**src/rtl/bcd_stopwatch_ctrl.sv**
```systemverilog
// Four-digit BCD stopwatch: IDLE/RUN/PAUSE control, prescaler, ripple digits.
// Define BCD_STOPWATCH_SAT_EN to saturate at 9999 and pause instead of wrapping.
module bcd_stopwatch_ctrl #(
  parameter int TICK_DIV = 100000
) (
  input  logic       clk,
  input  logic       reset_n,
  input  logic       start,
  input  logic       stop,
  input  logic       clear,
  output logic [3:0] d0,
  output logic [3:0] d1,
  output logic [3:0] d2,
  output logic [3:0] d3,
  output logic       running,
  output logic       ovf
);

  localparam int PW = $clog2(TICK_DIV);
  localparam logic [PW-1:0] PMAX = PW'(TICK_DIV - 1);

  typedef enum logic [1:0] {
    IDLE  = 2'd0,
    RUN   = 2'd1,
    PAUSE = 2'd2
  } state_t;

  state_t state_q, state_d;
  logic [PW-1:0] presc_q;
  logic adv, step, at_max;
  logic c0, c1, c2, c3;
  logic [3:0] n0, n1, n2, n3;

  // stop/clear on the due edge freeze the prescaler and kill the step
  assign adv     = (state_q == RUN) && !stop && !clear;
  assign step    = adv && (presc_q == PMAX);
  assign running = (state_q == RUN);

  assign c0 = (d0 == 4'd9);
  assign c1 = (d1 == 4'd9);
  assign c2 = (d2 == 4'd9);
  assign c3 = (d3 == 4'd9);
  assign at_max = c0 && c1 && c2 && c3;

  always_comb begin
    n0 = c0 ? 4'd0 : d0 + 4'd1;
    n1 = d1;
    n2 = d2;
    n3 = d3;
    if (c0)
      n1 = c1 ? 4'd0 : d1 + 4'd1;
    if (c0 && c1)
      n2 = c2 ? 4'd0 : d2 + 4'd1;
    if (c0 && c1 && c2)
      n3 = c3 ? 4'd0 : d3 + 4'd1;
  end

  always_comb begin
    state_d = state_q;
    if (clear) begin
      state_d = IDLE;
    end else if (stop) begin
      if (state_q == RUN)
        state_d = PAUSE;
    end else if (start) begin
      if (state_q != RUN)
        state_d = RUN;
    end else begin
`ifdef BCD_STOPWATCH_SAT_EN
      if (step && at_max)
        state_d = PAUSE;
`endif
    end
  end

  always_ff @(posedge clk or negedge reset_n) begin
    if (!reset_n)
      state_q <= IDLE;
    else
      state_q <= state_d;
  end

  always_ff @(posedge clk or negedge reset_n) begin
    if (!reset_n) begin
      presc_q <= '0;
      d0      <= 4'd0;
      d1      <= 4'd0;
      d2      <= 4'd0;
      d3      <= 4'd0;
      ovf     <= 1'b0;
    end else if (clear) begin
      presc_q <= '0;
      d0      <= 4'd0;
      d1      <= 4'd0;
      d2      <= 4'd0;
      d3      <= 4'd0;
      ovf     <= 1'b0;
    end else begin
      ovf <= step && at_max;
      if (adv)
        presc_q <= (presc_q == PMAX) ? '0 : presc_q + PW'(1);
`ifdef BCD_STOPWATCH_SAT_EN
      if (step && !at_max) begin
`else
      if (step) begin
`endif
        d0 <= n0;
        d1 <= n1;
        d2 <= n2;
        d3 <= n3;
      end
    end
  end

endmodule
```
**config.mk**
```make
export PLATFORM = sky130hd
export DESIGN_NAME = bcd_stopwatch_ctrl
export DESIGN_NICKNAME = d
export VERILOG_FILES = /design/src/rtl/bcd_stopwatch_ctrl.sv
export SDC_FILE = /design/constraint.sdc
export NUM_CORES = 1
export LEC_CHECK = 0
export ABC_AREA = 1
export CAP_MARGIN = 15
export CORE_UTILIZATION = 57
export CTS_CLUSTER_DIAMETER = 150
export DETAILED_ROUTE_END_ITERATION = 12
export PLACE_DENSITY = 0.86
export SETUP_SLACK_MARGIN = 0.2
export SYNTH_ARGS = -nofsm -noshare
export SYNTH_HDL_FRONTEND = slang
export SYNTH_SLANG_ARGS = --single-unit
```
**constraint.sdc**
```tcl
create_clock -name clk -period 2 [get_ports clk]
set_input_delay 0.6 -clock clk [delete_from_list [all_inputs] [get_ports clk]]
set_output_delay 0.6 -clock clk [all_outputs]
set_load 0.005 [all_outputs]
```
==> summary.txt <==
Clocking
  – Clock Sinks: 36
  – Clock Latency Late Sink: ~0.30 ns
  – Register clock-pin slew on the reported worst setup and hold paths: 0.08 ns
  – TritonCTS clock tree: built
  – TritonCTS Buffers: 5
  – Clock buffer depth: 2
  – CTS H-tree depth: 2
  – Root buf cell: clkbuf_8

Final layout
  – Diode count: 0
  – Net count, final: between 300 and 400
  – Final core occ: 77.4%
  – Fraction of layout cells with a size suffix above 1: 17.9%
  – Area growth syn-to-layout: 26.5%
  – Post-route cell area: slightly below 3000 um2

Drt
  – Wirelength, routed: 5860 um
  – DR iter-0 viols: 194
  – Routed via count: 2278
  – Routed Antenna Nets: 0
  – Initial DRT Pass Iterations: 4
  – Vias/cell: 5.40
  – Routed wire length per instance: between 10 and 15 um
  – # DRC: 0

Power
  – Pwr Density: 548 nW/um2
  – Switching Fraction: between 20 and 30%
  – Switch Pwr: 0.465 mW
  – Clock share of power: roughly 33%
  – Cell Int Power: 1.14 mW
  – Reg power frac: between 40% and 50%
  – Power Total: 1.60 mW
  – Max IR drop VDD: approximately 0.47 mV
  – P_leak: 1.44 nW
  – Gate power share: 18.3%

STA
  – Worst slew margin: between 60% and 70%
  – Hold Violations, Final: 0
  – WHS: between 0.3 and 0.4 ns
  – Setup ws final: 0.227 ns
  – Maximum clock frequency: 564 MHz
  – Slew Viols, Final: 0
  – Unrepaired setup endpoints after global routing: no
  – Clock Skews: between 0.015 and 0.02 ns
  – Setup violators final: 0
  – Measured slew at the worst slew-check pin: between 0.4 and 0.5 ns
  – Post-route minimum period: 1.77 ns
  – Final period utilization: about nine tenths

Global route
  – Initial antenna violation count: 0
  – Largest net degree at the start of global routing: 37
  – Total Routing Usage GR: approximately 29%
  – Gr ovfl total: 0
  – Vias in the first global route: around 2100
  – First-pass GRT wire length: between 9000 and 10000 um

Floorplanning
  – Initial Utilization: between 60% and 70%
  – # rows: 22
  – Die ar.: ~4300 um2
  – Area of the core: 3770 um2
  – DIE WIDTH: 65.6 um
  – Io pins: 23
  – Die Y: between 60 and 70 um

Logic synthesis
  – Syn_area_per_cell: 7.24 um2
  – Async SR Flop Fraction: 100%
  – Synth Flop Type: dfrtp_1
  – Synth unique cells: 30
  – Post-synth top area share: approximately two fifths
  – Syn Nets: 333
  – Synth Cell Area: 2310 um2
  – Area contributors post-synth: dfrtp_1, nand2_1, nand3_1
  – Seq/Total Area, Yosys: 39.0%
  – Yosys warns: 0
  – EDFF count, synth: 0
  – Register bit total from synthesis: 36
  – Post-Synthesis Cells: 319
  – Top cell type by total area after synthesis: dfrtp_1

Placed design
  – IO buf count: 22
  – Placer congestion estimate: 0.902
  – Post-detail-place hpwl: between 3000 and 4000 um
  – Post-DP Area: 2610 um2
  – Pre-CTS setup slack: -0.0856 ns

Worst setup path
  – Req. time, crit path: roughly 1.4 ns
  – Critical path depth in cells: 1
  – Cell family with most CP delay: buffers and inverters
  – Startpoint type of the worst setup path: flop
  – Reg2Reg Depth: 9
  – CP max stage cell: clkdlybuf4s50_1
  – Bufs and invs on worst path: 1
  – Peak fanout along the critical path: 2
  – Critical Path, Cell by Cell: clkdlybuf4s50_1
  – Crit Path Class: flop to output pin
  – Critical Path AT: 1.17 ns
  – CP Capture Type: output pin
  – CP max stage delay: 0.50 ns

Job
  – Max-cap viol count: 0

Outcome
  – Outcome: finished clean

Worst hold path
  – Hold crit path type: primary input to asynchronous set/reset pin
area by class of cell:
cell class	count	area (um2)
Clock buffer	5	68.8
Clock inverter	3	18.8
Fill cell	267	851
Inverter	34	130
Multi-Input combinational cell	244	1270
Sequential cell	36	907
Tap cell	48	60.1
Timing Repair Buffer	52	462
power groups by stage:
stage,registers [mW],clock network (mW),logic [mW]
2_1_floorplan,0.805,0,0.107
3_3_place_gp,0.811,0,0.207
3_5_place_dp,0.811,0,0.214
4_1_cts,0.777,0.527,0.273
5_1_grt,0.782,0.572,0.319
6_report,0.778,0.529,0.293
cell families (layout without fill, tap and decap cells):
family                     count (synthesis)  in the layout  synth area share [%]
AOI/OAI and AO/OA                         21             21                  5.31
xor gates and xnor gates                  12             12                  4.55
adders and majority gates                  9              9                  4.88
buffers and inverters                     40             94                  7.53
DFF                                       36             36                  39.0
and+or+nand+nor                          201            202                  38.7
metrics by stage:
stage	cells	TNS, ns
floorplan	319	0
global placement	392	-0.0479
detailed placement	392	-0.401
CTS	416	0
global route	422	0
finish	422	0
layout by cell type (no fill, tap or decap), types with 5 or more instances in the layout:
cell and n:
inv_1 29, dlymetal6s2s_1 5, nor3_1 10, nand2_1 88, clkdlybuf4s50_1 13, nor2_1 36
dfrtp_2 5, buf_4 29, nand2_2 6, nor2_2 5, clkbuf_8 5, nand4_1 8
dfrtp_1 31, nand3_1 41, o21ai_0 8, xor2_1 7, ha_1 8, o22ai_1 6
xnor2_1 5
routing by layer:
layer	share of wire [%]	routed length, um	up-vias	global-route usage (%)
met5	0	0	-	0
met4	0.97	57	0	7.07
met3	5.5	321	6	6.08
met2	49	2880	72	47.4
met1	44	2600	1060	38.9
li1	-	-	1140	-
final timing paths:
kind / to / startpoint / slack (ns)
hold / removal: d1[1] / reset_n / 0.32
setup / recovery: d0[0] / d0[0] / 0.23
min in group clk: state_q[0] / state_q[0] / 0.52
max in group asynchronous: d3[0] / reset_n / 1.32
hold reg to reg: state_q[0] / state_q[0] / 0.52
setup reg to reg: d3[0] / d0[0] / 0.26
Yosys cell counts, types with 3 or more instances:
master     n
o21ai_0    8
nand3_1   41
xor2_1     7
o21bai_1   3
o22ai_1    6
ha_1       9
inv_1     31
dfrtp_1   36
nor2_2     5
xnor2_1    5
nand4_1    8
nor3_1    10
nand2_1   91
nor2_1    38
flip-flops by register name, indices dropped and copies added, names as in the netlist:
signal / flops
ovf: 1
d0: 4
presc_q: 17
d2: 4
state_q: 2
d1: 4
d3: 4
what timing repair did:
action,4_1_cts,5_1_grt
pin swaps,0,5
resized for setup,10,14
cloned,0,1
buffers inserted,16,5
endpoints found under the hold margin,0,0
endpoints found under the setup margin,18,19
hold buffers,0,0
No activity file was read; power rests on OpenSTA's default activity.
